===== config.mk =====
export PLATFORM = sky130hd
export DESIGN_NAME = a2d_spi_resp
export DESIGN_NICKNAME = d
export VERILOG_FILES = /design/src/rtl/a2d_spi_resp.sv
export SDC_FILE = /design/constraint.sdc
export NUM_CORES = 1
export LEC_CHECK = 0
export CELL_PAD_IN_SITES_DETAIL_PLACEMENT = 1
export CELL_PAD_IN_SITES_GLOBAL_PLACEMENT = 1
export CORE_MARGIN = 4
export CORE_UTILIZATION = 41
export CTS_BUF_LIST = sky130_fd_sc_hd__clkbuf_8 sky130_fd_sc_hd__clkbuf_16
export DETAILED_ROUTE_END_ITERATION = 8
export DONT_BUFFER_PORTS = 1
export MAX_ROUTING_LAYER = met4
export PLACE_DENSITY = 0.78
export SYNTH_ARGS = -nofsm -noshare
export SYNTH_HDL_FRONTEND = slang
export SYNTH_SLANG_ARGS = --single-unit

===== constraint.sdc =====
create_clock -name clk -period 1.77 [get_ports clk]
set_input_delay 0.4425 -clock clk [delete_from_list [all_inputs] [get_ports clk]]
set_output_delay 0.4425 -clock clk [all_outputs]
set_load 0.02 [all_outputs]

===== src/rtl/a2d_spi_resp.sv =====
// SPI responder standing in for an 8-channel, 12-bit A2D converter.
// Returns the channel selected by the previous valid frame while receiving the next command.
module a2d_spi_resp #(
  parameter int FRAME_BITS = 16,
  parameter int DATA_BITS  = 12,
  parameter int NUM_CH     = 8,
  parameter int RESET_CH   = 0
) (
  input  logic                        clk,
  input  logic                        rst_n,
  input  logic                        SS_n,
  input  logic                        SCLK,
  input  logic                        MOSI,
  input  logic [NUM_CH*DATA_BITS-1:0] analog_vals,
  output logic                        MISO,
  output logic [2:0]                  chnnl_cmd,
  output logic                        frame_done,
  output logic                        frame_err
);

  localparam logic [0:0] IDLE  = 1'b0;
  localparam logic [0:0] SHIFT = 1'b1;

  localparam logic [4:0] CNT_FULL = 5'(FRAME_BITS);
  localparam logic [4:0] CNT_MAX  = 5'(FRAME_BITS + 1);

  // [0],[1] synchronise the pin, [2] is the edge-detect history flop
  logic [2:0] r_ss_pipe;
  logic [2:0] r_sclk_pipe;
  logic [2:0] r_mosi_pipe;

  logic [0:0]            r_state;
  logic [FRAME_BITS-1:0] r_tx_shft;
  logic [FRAME_BITS-2:0] r_rx_shft;
  logic [4:0]            r_bit_cnt;
  logic [2:0]            r_chnl;
  logic                  r_done;
  logic                  r_err;

  logic                 w_ss_fall;
  logic                 w_ss_rise;
  logic                 w_sclk_rise;
  logic                 w_sclk_fall;
  logic                 w_mosi;
  logic [DATA_BITS-1:0] w_sel_val;

  always_ff @(posedge clk or negedge rst_n) begin
    if (!rst_n) begin
      r_ss_pipe   <= 3'b111;
      r_sclk_pipe <= 3'b000;
      r_mosi_pipe <= 3'b000;
    end else begin
      r_ss_pipe   <= {r_ss_pipe[1:0], SS_n};
      r_sclk_pipe <= {r_sclk_pipe[1:0], SCLK};
      r_mosi_pipe <= {r_mosi_pipe[1:0], MOSI};
    end
  end

  assign w_ss_fall   =  r_ss_pipe[2]   & ~r_ss_pipe[1];
  assign w_ss_rise   = ~r_ss_pipe[2]   &  r_ss_pipe[1];
  assign w_sclk_rise = ~r_sclk_pipe[2] &  r_sclk_pipe[1];
  assign w_sclk_fall =  r_sclk_pipe[2] & ~r_sclk_pipe[1];
  assign w_mosi      =  r_mosi_pipe[2];

  assign w_sel_val = analog_vals[32'(r_chnl) * DATA_BITS +: DATA_BITS];

  always_ff @(posedge clk or negedge rst_n) begin
    if (!rst_n) begin
      r_state   <= IDLE;
      r_tx_shft <= '0;
      r_rx_shft <= '0;
      r_bit_cnt <= '0;
      r_chnl    <= 3'(RESET_CH);
      r_done    <= 1'b0;
      r_err     <= 1'b0;
    end else begin
      r_done <= 1'b0;
      r_err  <= 1'b0;
      case (r_state)
        IDLE: begin
          if (w_ss_fall) begin
            r_state   <= SHIFT;
            r_tx_shft <= {{(FRAME_BITS-DATA_BITS){1'b0}}, w_sel_val};
            r_rx_shft <= '0;
            r_bit_cnt <= '0;
          end
        end
        default: begin
          // Slave-select release takes priority over any SCLK edge seen in the same cycle
          if (w_ss_rise) begin
            r_state   <= IDLE;
            r_tx_shft <= '0;
            if (r_bit_cnt == CNT_FULL) begin
              r_chnl <= r_rx_shft[13:11];
              r_done <= 1'b1;
            end else begin
              r_err  <= 1'b1;
            end
          end else if (w_sclk_rise) begin
            r_rx_shft <= {r_rx_shft[FRAME_BITS-3:0], w_mosi};
            if (r_bit_cnt != CNT_MAX) r_bit_cnt <= r_bit_cnt + 5'd1;
          end else if (w_sclk_fall && (r_bit_cnt != 5'd0)) begin
            r_tx_shft <= {r_tx_shft[FRAME_BITS-2:0], 1'b0};
          end
        end
      endcase
    end
  end

  // tx_shft is cleared whenever the frame ends, so its MSB is already 0 outside SHIFT
  assign MISO       = r_tx_shft[FRAME_BITS-1];
  assign chnnl_cmd  = r_chnl;
  assign frame_done = r_done;
  assign frame_err  = r_err;

endmodule


# Yosys cells after proc, flatten, opt, wreduce, memory -nomap -nowiden
# Cells that the tools add are included.
[totals]
output_inout_bits = 6
ff_bits = 50
in_bits = 101
elab_cells = 58
[op_classes]
addsub = 1
shifts = 1
bitwise_logic = 8
n_reduce_logical = 7
multipliers = 1
eq_ne = 7
n_mux = 23
[op_table]
columns = ["operator", "n"]
rows = [
  ["variable part select 96 x 8 -> 12 bit", 1],
  ["2-to-1 mux 16 bit", 5],
  ["2-to-1 mux 14 bit", 4],
  ["2-to-1 mux 5 bit", 5],
  ["2-to-1 mux 1 bit", 9],
  ["AND reduction 3 bit", 3],
  ["adder 5 x 1 -> 5 bit (second input constant)", 1],
  ["== test 5 bit (second input constant)", 1],
  ["multiplier 3 x 2 -> 5 bit (second input constant)", 1],
  ["inequality test 5 bit (second input constant)", 1],
  ["nonzero test 5 bit", 1],
  ["bitwise AND 1 bit", 4],
  ["inequality test 2 x 1 -> 1 bit (second input constant)", 2],
  ["inverter 1 bit", 4],
  ["AND reduction 4 bit", 1],
  ["inequality test 3 x 1 -> 1 bit (second input constant)", 1],
  ["inequality test 3 bit (second input constant)", 1],
  ["inequality test 2 bit (second input constant)", 1],
  ["nonzero test 2 bit", 1],
  ["logical AND 1 bit", 1],
]

# Depth between registers and ports, before layout
# Gate-level depths: netlist of run 1.
[depth]
depth_word = 7
mapped_depth = 7
mapped_depth_nobuf = 6

# Least setup slack after synthesis of run 1
# OpenSTA, ideal clock, no wires.
[synth_timing]
path_type = "register to register"
start = "register r_chnl[0], in the netlist chnnl_cmd[0]"
end = "register r_tx_shft[4]"
arrival_ps = 1542
required_ps = 1643
path_stages_with_launch = 7
path_buffers = 2
synth_period_minus_slack_ps = 1670
setup_time_ps = 127
setup_slack_ps = 100
path_cell_list = "dfrtp_1 > buf_6 > buf_12 > mux4_2 > mux2i_1 > or2_1 > a31oi_2"
[synth_via]
elab_chain_cells = 4
[synth_rtl]
columns = ["element", "line_no", "source"]
rows = [
  ["from (decl)", "36", "logic [2:0] r_chnl;"],
  ["from (signal assigned)", "73", "r_chnl <= 3'(RESET_CH);"],
  ["from (signal assigned)", "94", "r_chnl <= r_rx_shft[13:11];"],
  ["multiplier 3 x 2 -> 5 bit", "65", "assign w_sel_val = analog_vals[32'(r_chnl) * DATA_BITS +: DATA_BITS];"],
  ["variable part select 96 x 8 -> 12 bit", "65", ""],
  ["2-to-1 mux 16 bit", "81", "if (w_ss_fall) begin"],
  ["2-to-1 mux 16 bit", "79", "case (r_state)"],
  ["to (signal assigned)", "83", "r_tx_shft <= {{(FRAME_BITS-DATA_BITS){1'b0}}, w_sel_val};"],
  ["to (signal assigned)", "103", "r_tx_shft <= {r_tx_shft[FRAME_BITS-2:0], 1'b0};"],
  ["to (decl)", "33", "logic [FRAME_BITS-1:0] r_tx_shft;"],
]
# Every way passes these cells. The select of a mux whose other input is x is not followed.
# A chain may end at the register's enable or synchronous reset.

# Worst setup path in the final report of run 1
[layout_timing]
start = "register r_bit_cnt[1]"
end = "register r_tx_shft[8]"
[layout_via]
elab_chain_cells = 4
[layout_rtl]
columns = ["element", "line_no", "source"]
rows = [
  ["from (decl)", "35", "logic [4:0] r_bit_cnt;"],
  ["from (signal assigned)", "101", "if (r_bit_cnt != CNT_MAX) r_bit_cnt <= r_bit_cnt + 5'd1;"],
  ["nonzero test 5 bit", "102", "end else if (w_sclk_fall && (r_bit_cnt != 5'd0)) begin"],
  ["logical AND 1 bit", "102", ""],
  ["inequality test 3 x 1 -> 1 bit (no source line)", "-", ""],
  ["AND reduction 3 bit (no source line)", "-", ""],
]
# Every way passes these cells.

==> results.cfg, run 1 <==
[run_status]
outcome = finished, final reports clean

[synthesis]
yosysWarnings = 0
syn_inst = 246
syn-num-nets = 350
synth_area_per_cell_um2 = 11.8
synth-seq-area-share = 0.432
ys.flop_type = dfrtp_1
syn_area_mm2 = 0.00291
ys_types = 39
synth-seq-cells = 50
synthArstFlopShare = 1.00
synth_edf_count = 0

[clocking]
cts.sinks = 50
clock_path_buffers = 2
h-tree-depth = 2
clk_latency_ns = 0.31
cts_tree = done
cts_root_buf = clkbuf_8
numCtsBuffers = 5
clk_pin_slew_ns = 0.09

[floorplan]
rows = 30
die_h_um = 92.2
ios = 107
dieArea_mm2 = 0.00850
initial_utilization = 0.425
die_w_um = 92.2
design.core.area_mm2 = 0.00683

[timing]
holdWs_ns = 0.122
setup_viol = 0
worst_pin_slew_ns = 0.352
slew_headroom = 0.765
min_period_ns = 1.69
tns_ns = 0
finalHoldViolations = 0
fmax_ghz = 0.591
slew_viol_final = 0
finClkSkew_ns = 0.00961
setup_ws_ns = 0.0787
period_share = 0.956

[critical_path]
cp_cell_sequence = inv_1 > ha_1 > nor4b_2 > o311ai_4 > buf_12 > nor2_1 > a31oi_1
crit_required_ns = 1.99
worst_path_largest_cell_delay_ns = 0.38
crit_slowest_cell = dfrtp_1
rr_startpoint = r_bit_cnt[1]$_DFFE_PN0P_
arrival_ns = 1.91
end_kind = register
critical_path_class = reg2reg
crit_path_max_fanout = 31
cp-startpoint = r_bit_cnt[1]$_DFFE_PN0P_
cp-start-kind = register

[placed_design]
place_congestion = 0.802
io_buffers = 0
dp_slack_ns = -0.0113
place_hpwl_um = 5550

[min_path]
hold_path_class = in2reg
hold_start = SS_n

[route]
drc = 0
ant_nets = 0
wire_per_inst_um = 20.5
finalWirelength_um = 7130
drtIter0Drc = 68
vias = 1947
vias_per_cell = 5.61
first_pass_iters = 4

[global_route]
grt-ovfl-total = 0
antenna_found_initial = 1
grt_pass1_vias = 2028
grt_pass1_wl_um = 11000
grt_util_all_layers = 0.175
grt_max_degree = 51

[power_and_ir_drop]
power.total_mw = 2.80
peakVddDrop_mv = 0.415
power.density_mw_per_mm2 = 898
power.leakage_nw = 1.22

[finish]
layout_commonest_cell = dfrtp_1
final_cell_mix = 45 x dfrtp_1, 42 x nand2_1, 19 x mux4_2
seq_area_mm2 = 0.00126
multi_input_area_mm2 = 0.00143
drive_above_1_share = 0.212
nNetsFinal = 353
synthToLayoutAreaGrowth_pct = 7.11
n_fill_cell = 770

[flow_run]
max_cap_viol_count = 0
## through the flow
stage / utilization / area, um2 / instances
2_1_floorplan: - / 2910 / 246
3_3_place_gp: 0.435 / 2970 / 335
3_5_place_dp: 0.435 / 2970 / 335
4_1_cts: 0.454 / 3100 / 345
5_1_grt: 0.455 / 3110 / 347
6_report: 0.455 / 3110 / 347
## critical path: cells and delay by family (launching register included)
family / cells / cell delay, ns
AO/OA/AOI/OAI: 2 / 0.46
buffers and inverters: 2 / 0.29
AND/OR/NAND/NOR: 2 / 0.25
flip-flops: 1 / 0.38
adder cells (fa/ha/maj): 1 / 0.22
## synth_stat cells (2+ instances only)
cell      count  area share
a21oi_1       2      0.0034
a31oi_1      11       0.024
buf_12        2       0.014
buf_2         5      0.0086
buf_4         2      0.0052
buf_6         5       0.019
clkbuf_8      3       0.014
dfrtp_1      47        0.40
dfstp_2       3       0.027
ha_1          3       0.013
inv_1        12       0.016
mux2_2        3       0.012
mux2i_1      14       0.048
mux4_1        5       0.045
mux4_2       19        0.15
nand2_1      42       0.054
nand3_1       6       0.010
nor2_1       12       0.016
o21ai_0      11       0.019
o21ai_1       9       0.016
or2_1        11       0.024
or3_1         2      0.0043
## cell type report
type / instances / area share
antenna: 1 / 0.000804
clock buffer: 5 / 0.0221
clock inverter: 3 / 0.00563
inverter: 12 / 0.0145
multi-input combinational: 165 / 0.459
sequential: 50 / 0.404
tap: 96 / 0.0386
timing repair buffer: 15 / 0.0555
## metal layers
metal / routed length, um / GRT usage
met2: 3500 / 0.270
met5: 0 / -
met4: 125 / 0.0582
met3: 477 / 0.0533
met1: 3020 / 0.220
## kinds of logic after synthesis
kind of cell,count (synthesis),share of synthesized area
simple gates,80,0.130
mux,41,0.252
buf+inv,31,0.0823
flops,50,0.432
compound gates,41,0.0909
fa+ha+maj,3,0.0129
## path summary, 6_finish.rpt
path,end,slack [ns],cells after the start
setup / recovery,r_tx_shft[8]$_DFFE_PN0P_,0.08,7
hold / removal,r_ss_pipe[0]$_DFF_PN1_,0.12,0
setup reg to reg,r_tx_shft[8]$_DFFE_PN0P_,0.08,7
hold reg to reg,r_mosi_pipe[1]$_DFF_PN0_,0.36,0
max in group asynchronous,r_ss_pipe[1]$_DFF_PN1_,0.85,2
min in group asynchronous,r_tx_shft[3]$_DFFE_PN0P_,0.64,2
## report_power, final
part	total [mW]	switching (mW)	internal (mW)
logic	0.641	0.346	0.295
registers	1.49	0.145	1.35
clock network	0.661	0.385	0.277
## flip-flops by register name, indices dropped and copies added, names as in the netlist
signal	cells
r_bit_cnt	5
chnnl_cmd	3
r_ss_pipe	3
r_sclk_pipe	3
r_rx_shft	14
frame_done	1
frame_err	1
r_mosi_pipe	3
r_state	1
r_tx_shft	16
## what timing repair did
item                                   4_1_cts  5_1_grt
endpoints found under the hold margin       50        0
pin swaps                                    0        1
setup endpoints to repair                    3       10
setup buffers                                0        1
resized for setup                            1        1
hold buffers                                 2        0
Power figures use the tool's default switching activity.
==> inputs of run 2 (changes only) <==
--- a/config.mk
+++ b/config.mk
@@ -14,6 +14,7 @@
 export DONT_BUFFER_PORTS = 1
 export MAX_ROUTING_LAYER = met4
 export PLACE_DENSITY = 0.78
+export SETUP_SLACK_MARGIN = 0.3
 export SYNTH_ARGS = -nofsm -noshare
 export SYNTH_HDL_FRONTEND = slang
 export SYNTH_SLANG_ARGS = --single-unit
==> constraint.sdc (replaced) <==
create_clock -name clk -period 1.75 [get_ports clk]
set_input_delay 0.4375 -clock clk [delete_from_list [all_inputs] [get_ports clk]]
set_output_delay 0.4375 -clock clk [all_outputs]
set_load 0.02 [all_outputs]
==> results.cfg, run 2 (synthesis results as in run 1) <==
[timing]
worst_pin_slew_ns = 0.496
setup_viol = 1
finClkSkew_ns = 0.0111
period_share = 1.02
tns_ns = -0.0377
holdWs_ns = -0.221
fmax_ghz = 0.559
slew_headroom = 0.669
rsz0062_at_grt = true
min_period_ns = 1.79
finalHoldViolations = 50
setup_ws_ns = -0.0377
slew_viol_final = 0

[clocking]
clock_path_buffers = 2
clk_pin_slew_ns = 0.11
cts.sinks = 50
cts_tree = done
clk_latency_ns = 0.33
numCtsBuffers = 5
cts_root_buf = clkbuf_8
h-tree-depth = 2

[global_route]
grt_util_met3 = 0.0861
grt-ovfl-total = 0
gr-usage-met2 = 0.412
use_met1 = 0.286
grt-busiest-layer = met2
antenna_found_initial = 7
grt_pass1_vias = 2529
grt_pass1_wl_um = 15400
grt_max_degree = 51
grt_util_all_layers = 0.251

[floorplan]
die_w_um = 92.2
rows = 30
design.core.area_mm2 = 0.00683
ios = 107
dieArea_mm2 = 0.00850
die_h_um = 92.2
initial_utilization = 0.425

[finish]
reg_top3 = r_tx_shft: 16 flops, r_rx_shft: 14 flops, r_bit_cnt: 5 flops
nNetsFinal = 404
utilization = 0.589
layout_commonest_cell = dfrtp_1
seq_area_mm2 = 0.00126
n_fill_cell = 693
synthToLayoutAreaGrowth_pct = 38.6
max_flop_register = r_tx_shft
drive_above_1_share = 0.512
final_cell_mix = 45 x dfrtp_1, 33 x buf_4, 29 x nand2_1
largest_reg_flops = 16
stdcell_count = 404
multi_input_area_mm2 = 0.00173

[route]
wire_per_inst_um = 27.4
vias_per_cell = 5.98
finalWirelength_um = 11100
drtIter0Drc = 201
drc = 0
first_pass_iters = 4
vias = 2416
ant_nets = 0

[placed_design]
place_hpwl_um = 5810
place_congestion = 0.838
io_buffers = 0
dp_slack_ns = -0.318
dp.cells = 345

[power_and_ir_drop]
peakVddDrop_mv = 0.644
power.density_mw_per_mm2 = 898
power.leakage_nw = 1.66

[critical_path]
cp-start-kind = register
crit_required_ns = 1.96
arrival_ns = 1.99
r2r_cells = 6
end_kind = register
cp_cell_sequence = buf_6 > buf_12 > buf_4 > mux4_2 > mux2i_1 > o22ai_1
critical_path_class = reg2reg
crit_slowest_cell = mux4_2
worst_path_largest_cell_delay_ns = 0.52
crit_path_max_fanout = 6

[run_status]
violations = negative hold slack, negative setup slack
outcome = complete, but fails checks

[min_path]
hold_path_class = in2async

[flow_run]
max_cap_viol_count = 0
-- run 2: cell types whose count changed in the layout (fill, tap and decap cells not counted), moves of 5 or more --
cell / previous run / this run
buf_4: 10 / 33
o21ai_2: 0 / 13
buf_12: 3 / 9
buf_6: 0 / 14
nand2_1: 42 / 29
o21ai_0: 11 / 0
diode_2: 1 / 7
nor2_1: 12 / 7
nand2_4: 0 / 11
-- run 2: path summary, 6_finish.rpt --
kind                                     startpoint                        to  slack, ns
setup / recovery           chnnl_cmd[0]$_DFFE_PN0P_  r_tx_shft[0]$_DFFE_PN0P_      -0.04
hold / removal                                rst_n  r_tx_shft[6]$_DFFE_PN0P_      -0.22
setup reg to reg           chnnl_cmd[0]$_DFFE_PN0P_  r_tx_shft[0]$_DFFE_PN0P_      -0.04
hold reg to reg            r_mosi_pipe[0]$_DFF_PN0_  r_mosi_pipe[1]$_DFF_PN0_       0.36
max in group asynchronous                     rst_n    r_ss_pipe[1]$_DFF_PN1_       1.78
min in group clk                               SS_n    r_ss_pipe[0]$_DFF_PN1_       0.10
-- run 2: area by class of cell --
cell class | count | area share
tap | 96 | 0.0298
clock buffer | 5 | 0.0171
inverter | 12 | 0.0112
antenna | 7 | 0.00435
multi-input combinational | 167 | 0.429
timing repair buffer | 64 | 0.189
clock inverter | 3 | 0.00715
sequential | 50 | 0.312
-- run 2: repair_timing --
action / in CTS / in global routing
resized for setup: 65 / 43
hold endpoints to repair: 50 / 50
setup buffers: 26 / 10
pin swaps: 25 / 23
setup endpoints to repair: 40 / 40
cloned: 6 / 2
-- run 2: where the power goes --
part | internal (mW) | switching, mW | leakage, nW
sequential | 1.36 | 0.176 | 0.630
clock | 0.298 | 0.469 | 0.0503
combinational | 0.673 | 0.637 | 0.979
-- run 2: through the flow --
| stage | power, mW | cell area (um2) |
|---|---|---|
| finish | 3.62 | 4030 |
| global route | 3.79 | 4030 |
| CTS | 3.39 | 3750 |
| detailed placement | 2.28 | 3070 |
| global placement | 2.23 | 3070 |
| floorplan | 2.05 | 2950 |
-- run 2: critical path, delay by kind of cell (launching register included) --
family | cells | cell delay [ns]
AOI/OAI and AO/OA | 1 | 0.11
buffers and inverters | 3 | 0.40
muxes | 2 | 0.74
DFF | 1 | 0.41
-- run 2: per-layer routing --
metal	wire, um	share of wire
met1	4230	0.38
met2	5670	0.51
met3	828	0.075
met4	351	0.032
met5	0	0
